## src/rtl/iodma_if.sv

```systemverilog
// Register-bus and master-port signals of the IODMA block.
// The slave modport is the DMA engine's view; the master modport is the
// view of the surrounding system (CPU register bus plus IOPMP-side memory).
interface iodma_if;
    // Peripheral register bus
    logic        we_i;
    logic [31:0] addr_i;
    logic [31:0] data_i;
    logic [31:0] data_o;

    // DMA master port toward the IOPMP core-side input
    logic [31:0] dma_addr_o;
    logic [31:0] dma_data_i;
    logic [31:0] dma_data_o;
    logic        dma_req_o;
    logic        dma_we_o;

    // Completion interrupt
    logic        irq_o;

    modport slave (
        input  we_i, addr_i, data_i, dma_data_i,
        output data_o, dma_addr_o, dma_data_o, dma_req_o, dma_we_o, irq_o
    );

    modport master (
        output we_i, addr_i, data_i, dma_data_i,
        input  data_o, dma_addr_o, dma_data_o, dma_req_o, dma_we_o, irq_o
    );
endinterface

```

## src/rtl/iodma.sv

```systemverilog
// IODMA: single-channel word copy engine.
// Software programs SRC, DST and LEN, then sets CTRL.start; the engine
// alternates one read (RD) and one write (WR) per word and finishes with a
// one-cycle FIN state that sets done and optionally pulses irq_o.
module iodma (
    input  logic   clk,
    input  logic   rst,
    iodma_if.slave bus
);

    typedef enum logic [1:0] {
        IDLE = 2'd0,
        RD   = 2'd1,
        WR   = 2'd2,
        FIN  = 2'd3
    } state_t;

    localparam logic [3:0] ADDR_SRC  = 4'h0;
    localparam logic [3:0] ADDR_DST  = 4'h4;
    localparam logic [3:0] ADDR_LEN  = 4'h8;
    localparam logic [3:0] ADDR_CTRL = 4'hC;

    state_t      state, state_nx;
    logic [31:0] src, dst, data_buf;
    logic [15:0] len, idx, idx_inc;
    logic        irq_en, done, aborted;
    logic        busy, ctrl_wr, start, done_clr, abort;

    logic [31:0] dma_addr, dma_wdata;
    logic        dma_req, dma_we, irq;

    // Only the low nibble of the address is decoded.
    logic        unused_addr_bits;
    assign unused_addr_bits = ^bus.addr_i[31:4];

    assign busy     = (state != IDLE);
    assign ctrl_wr  = bus.we_i && (bus.addr_i[3:0] == ADDR_CTRL);
    assign start    = ctrl_wr && bus.data_i[0];
    assign done_clr = ctrl_wr && bus.data_i[2];
    assign abort    = ctrl_wr && bus.data_i[3];
    assign idx_inc  = idx + 16'd1;

    // State register; reset abandons any transfer in flight.
    always_ff @(posedge clk or negedge rst) begin
        if (!rst) begin
            state <= IDLE;
        end else begin
            // NOTE: sequential state always uses non-blocking assignment so every
            // register samples pre-edge values regardless of block ordering.
            state <= state_nx;
        end
    end

    // Next-state decode and master-port drive from the current state.
    always_comb begin
        // NOTE: every output gets a default first, so no path leaves a value
        // unassigned and no latch is inferred.
        state_nx  = state;
        dma_req   = 1'b0;
        dma_we    = 1'b0;
        dma_addr  = 32'h0;
        dma_wdata = 32'h0;
        irq       = 1'b0;
        unique case (state)
            IDLE: begin
                if (start) begin
                    state_nx = (len == 16'd0) ? FIN : RD;
                end
            end
            RD: begin
                dma_req  = 1'b1;
                dma_addr = src + {14'b0, idx, 2'b00};
                state_nx = abort ? IDLE : WR;
            end
            WR: begin
                dma_req   = 1'b1;
                dma_we    = 1'b1;
                dma_addr  = dst + {14'b0, idx, 2'b00};
                dma_wdata = data_buf;
                if (abort) begin
                    state_nx = IDLE;
                end else if (idx_inc == len) begin
                    state_nx = FIN;
                end else begin
                    state_nx = RD;
                end
            end
            FIN: begin
                irq      = irq_en;
                state_nx = IDLE;
            end
        endcase
    end

    // Programming registers, transfer index, data buffer and status flags.
    always_ff @(posedge clk or negedge rst) begin
        if (!rst) begin
            src      <= 32'h0;
            dst      <= 32'h0;
            len      <= 16'h0;
            idx      <= 16'h0;
            data_buf <= 32'h0;
            irq_en   <= 1'b0;
            done     <= 1'b0;
            aborted  <= 1'b0;
        end else begin
            if (bus.we_i && !busy) begin
                case (bus.addr_i[3:0])
                    ADDR_SRC: src <= bus.data_i;
                    ADDR_DST: dst <= bus.data_i;
                    ADDR_LEN: len <= bus.data_i[15:0];
                    default:  ;
                endcase
            end
            if (ctrl_wr) begin
                irq_en <= bus.data_i[1];
            end
            if (done_clr) begin
                done <= 1'b0;
            end
            if (state == IDLE && start && len != 16'd0) begin
                idx     <= 16'd0;
                done    <= 1'b0;
                aborted <= 1'b0;
            end
            if (state == RD) begin
                data_buf <= bus.dma_data_i;
            end
            if (state == WR) begin
                idx <= idx_inc;
            end
            if ((state == RD || state == WR) && abort) begin
                aborted <= 1'b1;
            end
            // Placed last so a FIN set wins over a same-cycle done-clear.
            if (state == FIN) begin
                done <= 1'b1;
            end
        end
    end

    // Register read mux; unmapped offsets read as zero.
    always_comb begin
        bus.data_o = 32'h0;
        case (bus.addr_i[3:0])
            ADDR_SRC:  bus.data_o = src;
            ADDR_DST:  bus.data_o = dst;
            ADDR_LEN:  bus.data_o = {16'h0, len};
            ADDR_CTRL: bus.data_o = {28'h0, aborted, done, busy, irq_en};
            default:   bus.data_o = 32'h0;
        endcase
    end

    assign bus.dma_req_o  = dma_req;
    assign bus.dma_we_o   = dma_we;
    assign bus.dma_addr_o = dma_addr;
    assign bus.dma_data_o = dma_wdata;
    assign bus.irq_o      = irq;

endmodule

```

## src/flat_wrapper.sv

```systemverilog
// flat-port wrapper written by rule: the top's interface ports become plain ports
module iodma_flat 
  (clk, rst, bus_we_i, bus_addr_i, bus_data_i, bus_dma_data_i, bus_data_o, bus_dma_addr_o, bus_dma_data_o, bus_dma_req_o, bus_dma_we_o, bus_irq_o);
  iodma_if bus_i ();
  input  logic clk;
  input  logic rst;
  input wire logic [$bits(bus_i.we_i)-1:0] bus_we_i;
  input wire logic [$bits(bus_i.addr_i)-1:0] bus_addr_i;
  input wire logic [$bits(bus_i.data_i)-1:0] bus_data_i;
  input wire logic [$bits(bus_i.dma_data_i)-1:0] bus_dma_data_i;
  output wire logic [$bits(bus_i.data_o)-1:0] bus_data_o;
  output wire logic [$bits(bus_i.dma_addr_o)-1:0] bus_dma_addr_o;
  output wire logic [$bits(bus_i.dma_data_o)-1:0] bus_dma_data_o;
  output wire logic [$bits(bus_i.dma_req_o)-1:0] bus_dma_req_o;
  output wire logic [$bits(bus_i.dma_we_o)-1:0] bus_dma_we_o;
  output wire logic [$bits(bus_i.irq_o)-1:0] bus_irq_o;
  assign bus_i.we_i = bus_we_i;
  assign bus_i.addr_i = bus_addr_i;
  assign bus_i.data_i = bus_data_i;
  assign bus_i.dma_data_i = bus_dma_data_i;
  assign bus_data_o = bus_i.data_o;
  assign bus_dma_addr_o = bus_i.dma_addr_o;
  assign bus_dma_data_o = bus_i.dma_data_o;
  assign bus_dma_req_o = bus_i.dma_req_o;
  assign bus_dma_we_o = bus_i.dma_we_o;
  assign bus_irq_o = bus_i.irq_o;
  iodma u_core (.clk(clk), .rst(rst), .bus(bus_i));
endmodule
```

## config.mk

```make
export PLATFORM = sky130hd
export DESIGN_NAME = iodma_flat
export DESIGN_NICKNAME = d
export VERILOG_FILES = /design/src/rtl/iodma_if.sv /design/src/rtl/iodma.sv /design/src/flat_wrapper.sv
export SDC_FILE = /design/constraint.sdc
export NUM_CORES = 1
export LEC_CHECK = 0
export BUFFER_PORTS_ARGS = -buffer_cell sky130_fd_sc_hd__buf_2
export CAP_MARGIN = 20
export CORE_UTILIZATION = 61
export CTS_BUF_LIST = sky130_fd_sc_hd__clkbuf_8
export CTS_CLUSTER_SIZE = 25
export DETAILED_ROUTE_END_ITERATION = 16
export GPL_TIMING_DRIVEN = 0
export PLACE_DENSITY = 0.91
export SYNTH_ARGS = -nofsm -noshare
export SYNTH_HDL_FRONTEND = slang
export SYNTH_SLANG_ARGS = --single-unit
```

## constraint.sdc

```tcl
create_clock -name clk -period 7 [get_ports clk]
set_input_delay 1.4 -clock clk [delete_from_list [all_inputs] [get_ports clk]]
set_output_delay 1.4 -clock clk [all_outputs]
set_load 0.02 [all_outputs]
```

# After elaboration in Yosys (flattened, before gate mapping)
# Cells that the tools add are included.
# word_totals
regBits	133
wordCells	61
out_inout_bits	99
inputBits	99
# op_classes
n_eq_ne	8
reduce_logical	22
addsub	3
muxes	19
# ops
op	n
$pmux W32 S4	1
$add A32 B18 Y32	2
$pmux W32 S2	1
$mux W16	2
$mux W32	1
$add A16 B1 Y16 const B	1
$eq A16 B16 Y1	1
$logic_not A16 Y1	1
$reduce_bool A16 Y1	1
$mux W2	5
$eq A4 B4 Y1 const B	2
$logic_and A1 B1 Y1	8
$mux W1	8
$pmux W2 S4	1
$reduce_and A2 Y1	3
$reduce_bool A2 Y1	3
$eq A2 B2 Y1 const B	2
$eq A4 B3 Y1 const B	1
$logic_not A4 Y1	1
$reduce_bool A3 Y1	1
$eq A2 B1 Y1 const B	1
$logic_not A2 Y1	1
$ne A2 B1 Y1 const B	1
$reduce_or A2 Y1	1
other kinds (2)	2

# Logic depth before layout (Yosys ltp)
# Gate-level depths: netlist (run 1).
# depth
ltp_word	7
ltp_mapped	14
depth_no_buf	11

# Worst setup path before layout (run 1)
# OpenSTA, ideal clock, no wires.
# synth_timing
path_kind	register to output
start	register u_core.state[0]
end	output bus_dma_addr_o[26]
t_arrival_ps	4100
stages_incl_launch_ff	15
path_slack_ps	1500
path_cell_list	dfrtp_1 > inv_1 > ha_1 > buf_6 > clkbuf_1 > buf_1 > mux2_2 > ha_1 > fa_1 > a211oi_1 > nor2_2 > o2111ai_2 > o21ai_2 > and4_1 > nor3_1
# synth_between
elab_chain_cells	2
# synth_rtl
item	line	text
start: declaration	iodma.sv:23	state_t state, state_nx;
start signal: assignment	iodma.sv:50	state <= state_nx;
$eq A2 B2 Y1 or $eq A2 B1 Y1 (tied branches)	iodma.sv:64	unique case (state)
$pmux W32 S2 (*)	iodma.sv:64	
end: declaration	flat_wrapper.sv:12	output wire logic [$bits(bus_i.dma_addr_o)-1:0] bus_dma_addr_o;
# Every way passes the cells marked *; elsewhere a longest branch is shown, timed or not.

# Final worst setup path (run 1)
# layout_timing
start	register u_core.state[0]
end	output bus_dma_addr_o[16]
# Same word-level chain as after synthesis.

==> results of run 1 <==
power breakdown:
group | internal [W] | total, W | switching, W | leakage [nW]
combinational | 0.000760 | 0.00168 | 0.000920 | 2.87
clock | 0.000362 | 0.000700 | 0.000339 | 0.208
sequential | 0.00109 | 0.00138 | 0.000290 | 1.65
total | 0.00221 | 0.00376 | 0.00155 | 4.74
path summary, 6_finish.rpt:
check / endpoint / cells after the start / start
worst max-delay path: bus_dma_addr_o[16] / 15 / u_core.state[0]
worst min-delay path: u_core.data_buf[4] / 1 / u_core.data_buf[4]
worst max register to register: u_core.state[1] / 8 / u_core.state[0]
worst min register to register: u_core.data_buf[4] / 1 / u_core.data_buf[4]
max in group asynchronous: u_core.data_buf[28] / 2 / rst
min in group asynchronous: u_core.data_buf[2] / 1 / rst
routing by layer:
layer  global-route usage [%]  vias up
met5                        0        -
met4                    17.03        0
met3                    7.950       83
met2                    54.43      401
met1                    43.26     3593
li1                         -     3289
flip-flops by register name (all words and copies together) (netlist names):
register         flops
u_core.state         2
u_core.aborted       1
u_core.irq_en        1
u_core.idx          16
u_core.src          32
u_core.len          16
u_core.dst          32
u_core.done          1
u_core.data_buf     32
kinds of logic (layout without fill, tap and decap cells):
group	count (synthesis)	count (layout)	synth area share, %
AO/OA/AOI/OAI	159	159	13.53
XOR/XNOR	28	28	3.008
adder cells (fa/ha/maj)	25	25	3.812
buffers and inverters	59	260	3.916
flip-flops	133	133	39.61
multiplexers	156	156	20.59
other	0	1	0
AND/OR/NAND/NOR	234	234	15.53
area by class of cell:
type                       instances  area (µm²)  area share (%)
multi-input combinational        602        4751           47.82
timing repair buffer             169       874.6           8.804
antenna                            1       2.502         0.02519
clock buffer                      17       234.0           2.355
inverter                           9       33.78          0.3401
clock inverter                    15       192.7           1.940
tap                              176       220.2           2.217
buffer                            50       297.8           2.997
sequential                       133        3328           33.50
cells in the mapped netlist, types with 4 or more instances:
master / n
sky130_fd_sc_hd__nor2_1: 27
sky130_fd_sc_hd__clkbuf_1: 24
sky130_fd_sc_hd__o21ai_0: 25
sky130_fd_sc_hd__nand4_1: 5
sky130_fd_sc_hd__nor3b_1: 4
sky130_fd_sc_hd__xnor2_1: 18
sky130_fd_sc_hd__nand3_1: 12
sky130_fd_sc_hd__nand2_1: 65
sky130_fd_sc_hd__and3_1: 8
sky130_fd_sc_hd__buf_4: 4
sky130_fd_sc_hd__dfrtp_1: 133
sky130_fd_sc_hd__clkbuf_8: 4
sky130_fd_sc_hd__a31oi_1: 9
sky130_fd_sc_hd__ha_1: 24
sky130_fd_sc_hd__nor2b_1: 5
sky130_fd_sc_hd__mux2_2: 134
sky130_fd_sc_hd__and2_1: 39
sky130_fd_sc_hd__inv_1: 9
sky130_fd_sc_hd__a22oi_1: 19
sky130_fd_sc_hd__o21a_1: 5
sky130_fd_sc_hd__buf_2: 13
sky130_fd_sc_hd__a21oi_1: 28
sky130_fd_sc_hd__mux2i_1: 21
sky130_fd_sc_hd__xor2_1: 9
sky130_fd_sc_hd__nor3_1: 23
sky130_fd_sc_hd__a22o_1: 28
sky130_fd_sc_hd__nor4_1: 8
sky130_fd_sc_hd__nand2b_1: 7
sky130_fd_sc_hd__a21o_1: 15
stage by stage:
step	hold WS (ns)	worst slack, ns
finish	0.5046	0.3402
global route	0.5222	0.1750
floorplan	0.4655	1.500
detailed placement	0.4880	0.5306
CTS	0.5073	0.05578
global placement	0.4811	0.6456
timing repair:
| action | in CTS | in global routing |
|---|---|---|
| endpoints found under the setup margin | 0 | 9 |
| resized for setup | 0 | 5 |
| hold buffers | 0 | 0 |
==> results, run 1 <==
- The later-pin clock latency in the skew report is 0.46 ns.
- The first-pass GRT wire length is 36730 µm.
- The met2 routed wirelength is 11360 µm.
- The count of nets left with antenna violations once routing finished came out at 0.
- After detailed placement, the design holds a cell count of 1139.
- STA classifies the critical path endpoint as an output port.
- The placed instances occupy a cell area of 0.009498 mm².
- The slowest stage of the critical path belongs to the cell sky130_fd_sc_hd__clkbuf_1.
- The final global-route overflow total is 0.
- Across all register-to-register paths, the minimum setup slack is 4.24 ns.
- By startpoint and endpoint, the worst setup path is classified as flop to output port.
- Counting stages on the worst path, the most repeated cell is sky130_fd_sc_hd__ha_1.
- The growth of design area from synthesis to finish is 18.23%.
- The main flop type after synthesis is sky130_fd_sc_hd__dfrtp_1.
- The nature of the critical path startpoint is a flop.
- Timing would allow up to 150.2 MHz.
- Walking the worst path, the cells encountered are inv_1 > ha_1 > buf_6 > clkbuf_1 > clkbuf_2 > mux2_2 > ha_1 > fa_1 > a211oi_1 > nor2_2 > o2111ai_2 > o21bai_1 > a21boi_0 > mux2i_1 > buf_2.
- After detailed routing, the average wire length per cell comes to 20.10 µm.
- After routing, the total negative slack on setup checks comes to 0 ns.
- The first routing iteration left 732 violations.
- Among cell families on the critical path, the largest total delay comes from buffers and inverters.
- The max-slew violation count is 0.
- Cells fill 74.43% of the core in the end.
- Along the worst path, the maximum fanout reaches 10.
- The TritonCTS buffer count is 17.
- The first-pass iteration count of the detailed router is 6.
- The critical path data arrival time is 5.26 ns.
- The remaining max-slew budget at the tightest pin is 50.99%.
- The number of synthesized register bits is 133.
- The clock net sink count is 133.
- The worst-case IR drop observed on VDD is 0.0002565 V.
- The flow ran to the end, and the final reports show no timing, DRC or antenna violations.
- In the finished design, the share of the clock period the worst path needs comes to 95.14%.
- In the final routing, the length of wire on met1 measures 9442 µm.
- The post-route total power is 0.003763 W.
- The post-route cell area is 0.009935 mm².
- The number of violations of the max-capacitance limit is 0.
- When the netlist entered floorplanning its net count stood at 918.
- The maximum level of the CTS H-tree is 4.
- The via count of the first global-routing pass is 6936.
- Counting flops with an async set or reset pin after synthesis yields a share of 100.0%.
- The share of Yosys cell area claimed by the top area cell type is 39.61%.
- The final clock skew is 0.009348 ns.
- The biggest area contributor in the post-synthesis netlist is sky130_fd_sc_hd__dfrtp_1.
- In this run the post-CTS setup repair buffer count came out at 0.
- On the worst path, the slowest cell contributes a delay of 0.58 ns.
- The total number of vias is 7366.
- The overall track demand over capacity in global routing is 34.01%.
- The post-route netlist has 39.40% of its cells at a drive strength greater than 1.
- For this configuration, the core starts out at a cell density of 62.95%.
- Counting the fill cells in the layout gives 886.
- Clock-pin slew was measured on the worst setup and hold paths at 0.08 ns.
- After legalization and detailed placement, the total HPWL measured 17170 µm.
- The net count of the finished layout is 1106.
- The initial antenna violation count is 1.
- The die covers 0.01425 mm².
- In this run the power density over the cells is 378.8 mW/mm².
- The finished layout holds 1172 standard cells, fillers aside.
- The ratio of routed vias to standard cells is 6.285.
- In the post-synthesis netlist, the biggest area contributors are sky130_fd_sc_hd__dfrtp_1 (40%), sky130_fd_sc_hd__mux2_2 (18%), sky130_fd_sc_hd__ha_1 (3.6%).
- The average cell area after synthesis is 10.58 µm².
- The clock tree from TritonCTS is done.
- The final number of setup-violating endpoints is 0.
- The number of rows created at floorplan is 42.
- The number of hold-slack violations in the final timing report is 0.
- The pin count of the biggest net entering global routing is 73.
- From left edge to right edge, the die measures 119.4 µm.
- Signal routing reaches up to met4.
- After detailed routing, the number of remaining DRC violations is 0.
- In the layout the commonest cells are sky130_fd_sc_hd__buf_2 (180), sky130_fd_sc_hd__mux2_2 (134), sky130_fd_sc_hd__dfrtp_1 (133), sky130_fd_sc_hd__nand2_1 (65), sky130_fd_sc_hd__and2_1 (39).
- Setup repair after global routing left no endpoint under its margin.
- The number of flops mapped to enable cells by yosys is 0.
- The critical path required time is 5.60 ns.
- The number of warnings reported in the yosys synthesis log is 0.
- In this run the vertical extent of the chip is 119.4 µm.
- The routed design has 23560 µm of wire.
- At the end of routability-driven placement, the weighted congestion stood at 0.9503.
- Counting every instance in the synthesized netlist gives 794.
- The register area share after synthesis is 39.61%.
- The minimum period implied by the final worst setup slack is 6.660 ns.
- The min-delay analysis places its worst path in the category flop to flop.
- The wire length on met3 is 1850 µm.
- 198 I/O pins were placed.
- The unique cell type count in the Yosys netlist is 74.
- The quantity of I/O buffers inserted on ports is 168.
- The leakage component of the power is 4.736 nW.
- In this run the clock root is driven by a sky130_fd_sc_hd__clkbuf_8.
- No sink is reached through more buffers than the 2 on the longest clock path.
- The buffering stage count on the worst path with inverters included is 5.
- The leading cell type in the layout, fill and taps excluded is sky130_fd_sc_hd__buf_2.
- The area of the mapped netlist is 0.008403 mm².
- The worst-margin pin slew is 0.7351 ns.
- The total area inside the core boundary comes to 0.01335 mm².
(Power assumes the default switching activity.)
==> run 2, diff against run 1 <==
BUFFER_PORTS_ARGS = unset   (was -buffer_cell sky130_fd_sc_hd__buf_2)
CORE_UTILIZATION = 62   (was 61)
DONT_BUFFER_PORTS = 1   (was unset)
GPL_TIMING_DRIVEN = unset   (was 0)
PLACE_DENSITY = 0.8   (was 0.91)
==> run 2 against run 1 <==
Clock power decreased by 17%. Wire length is 8.6% lower. Worst setup slack gained 0.65 ns. Via count down 14%. Largest power group unchanged.
==> results, run 2 (synthesized netlist as in run 1, its figures left out) <==
- The count of nets left with antenna violations once routing finished came out at 0.
- Setup repair after global routing left no endpoint under its margin.
- The final number of setup-violating endpoints is 0.
- The final setup slack of the worst path is 0.9903 ns.
- The DRC violation count after routing is 0.
- In the final timing run, aggregate negative setup slack is 0 ns.
- In this run the worst path has a maximum fanout of 28.
- The cell type group with the largest total delay on the critical path is adder cells.
- The later-pin clock latency in the skew report is 0.48 ns.
- The number of hold-slack violations in the final timing report was 0.
- The width of the die is 118.4 µm.
- During placement, the flow inserted port buffers numbering 0.
- Summed over all layers, the routed wires come to 21540 µm.
- For the worst setup path, the data required time is 5.60 ns.
- The number of rows created at floorplan is 42.
- Using the TritonRoute via totals, the vias-per-cell ratio works out to 6.566.
- The top-level I/O count is 198.
- Counting the buffers created by CTS gives 17.
- After layout, the worst path uses 85.85% of the clock period.
- In the global route stage, overall resource usage came out at 31.75%.
- In this run the tightest slew margin relative to its limit is 29.60%.
- The average wire per cell in the routed design is 22.41 µm.
- The number of nets at the end of the flow is 896.
- TritonCTS built the clock tree.
- The cell with the largest stage delay on the worst path is sky130_fd_sc_hd__ha_2.
- The worst setup path is captured at an output port.
- The root buffer cell is sky130_fd_sc_hd__clkbuf_8.
- In this run the post-CTS setup repair buffer count came out at 0.
- The number of hold buffers added after CTS is 0.
- The filler cells instantiated in the layout total 1030.
- The post-route total power is 0.003474 W.
- The critical path goes through inv_1 > ha_2 > mux2_2 > ha_1 > fa_1 > a211oi_1 > nor2_2 > o2111ai_2 > o21ai_2 > and4_1 > nor3_1.
- The share of layout cells above drive strength 1 is 26.88%.
- The floorplan die area is 0.01402 mm².
- After clock tree synthesis, the clock-pin slew on the worst setup and hold paths is 0.08 ns.
- The nature of the critical path startpoint is a flop.
- At the placement stage, the worst setup path has a slack of 1.533 ns.
- The largest registers in the layout are u_core.data_buf x32, u_core.dst x32, u_core.src x32.
- The run finished with clean final reports.
- The leading cell type in the layout, fill and taps excluded is sky130_fd_sc_hd__mux2_2.
- The maximum level of the CTS H-tree is 4.
- The starting utilization of the core area is 63.45%.
- After detailed placement, the design holds a cell count of 928.
- The class of the most critical setup path is flop to output port.
- Gates resized during post-CTS repair numbered 0.
- The floorplan core area is 0.01324 mm².
- In this design, the stage delay of the slowest critical-path cell is 0.67 ns.
- The first-pass GRT wire length is 34110 µm.
- The total power density per cell area is 395.9 mW/mm².
- The total number of vias is 6310.
- The worst-margin pin slew is 1.056 ns.
- The y dimension of the die is 118.4 µm.
- Detailed placement finished with a half-perimeter wire length of 15170 µm.
- Counting both buffers and inverters, the worst setup path holds a total of 1.
- The critical path data arrival time is 4.61 ns.
- The via count of the first global-routing pass was 6339.
- Subtracting the final worst setup slack from the clock period gives 6.010 ns.
- The largest voltage drop on the vdd net is 0.0002659 V.
- Entering global routing, the biggest net connects 134 pins.
- In this run the worst hold path is classified as flop to flop.
- The initial antenna violation count is 0.
- In this run the static leakage power is 3.759 nW.
- After the first detailed-routing iteration, the DRC count stood at 463.
- The number of violations of the max-capacitance limit is 0.
- For this run, the top clock speed supported by timing is 166.4 MHz.
- The first TritonRoute pass finished after 5 iterations.
- In this run the deepest clock path goes through 2 buffers.
- For this run, the number of standard cells in the final layout without fillers is 961.
- The antenna diode instance count is 0.
- The area growth from synthesis to layout is 4.422%.
- The final clock skew is 0.01315 ns.
- The routability congestion estimate from global placement is 0.9234.
- The clock net sink count is 133.
- The final standard cell utilization of the core is 66.26%.
- Summed over all layers, the global routing overflow is 0.
- The max-slew violation count is 0.
- Leaving out fill and tap cells, the most frequent cells in the layout are sky130_fd_sc_hd__mux2_2 (134), sky130_fd_sc_hd__dfrtp_1 (133), sky130_fd_sc_hd__nand2_1 (65), sky130_fd_sc_hd__and2_1 (39).
==> run 2: report_power, final <==
| group | internal (W) | switching [W] |
|---|---|---|
| Sequential | 0.00109 | 0.000295 |
| Clock | 0.000252 | 0.000332 |
| Combinational | 0.000670 | 0.000832 |
==> run 2: stage by stage <==
step	area (µm²)	hold WS, ns
final	8775	0.5059
after global routing	8775	0.5228
after CTS	8767	0.5041
after detailed placement	8414	0.4859
after global placement	8414	0.4789
after floorplan	8403	0.4655
==> run 2: routing by layer <==
metal	GRT usage (%)	vias to the layer above	part of all wire, %
li1	-	2873	-
met1	41.50	3143	42
met2	51.03	260	48
met3	9.073	34	7.8
met4	10.13	0	1.6
met5	0	-	0
==> run 2: final cells by class <==
type	count	area (µm²)	area share (%)
clock inverter	15	118.9	1.355
sequential	133	3328	37.93
clock buffer	17	234.0	2.666
inverter	9	33.78	0.3850
timing repair buffer	9	67.56	0.7700
multi-input combinational	602	4772	54.38
tap	176	220.2	2.510
==> run 2: worst reg2reg max path: stages, from the launching register on <==
cell and delay (ns):
sky130_fd_sc_hd__dfrtp_1 0.49, sky130_fd_sc_hd__ha_1 0.30, sky130_fd_sc_hd__nand3_1 0.31, sky130_fd_sc_hd__or4_4 0.64, sky130_fd_sc_hd__xor2_1 0.13, sky130_fd_sc_hd__o21ai_0 0.09, sky130_fd_sc_hd__nand4b_1 0.20, sky130_fd_sc_hd__o31ai_2 0.27
==> run 2: path summary, 6_finish.rpt <==
kind                            startpoint                  to  slack (ns)  cells after the start
setup / recovery           u_core.state[0]  bus_dma_addr_o[26]        0.99                     11
hold / removal              u_core.aborted      u_core.aborted        0.51                      1
min in group asynchronous              rst      u_core.len[11]        0.61                      0
setup reg to reg             u_core.idx[1]     u_core.state[1]        4.48                      7
max in group asynchronous              rst       u_core.len[8]        6.24                      0
hold reg to reg             u_core.aborted      u_core.aborted        0.51                      1
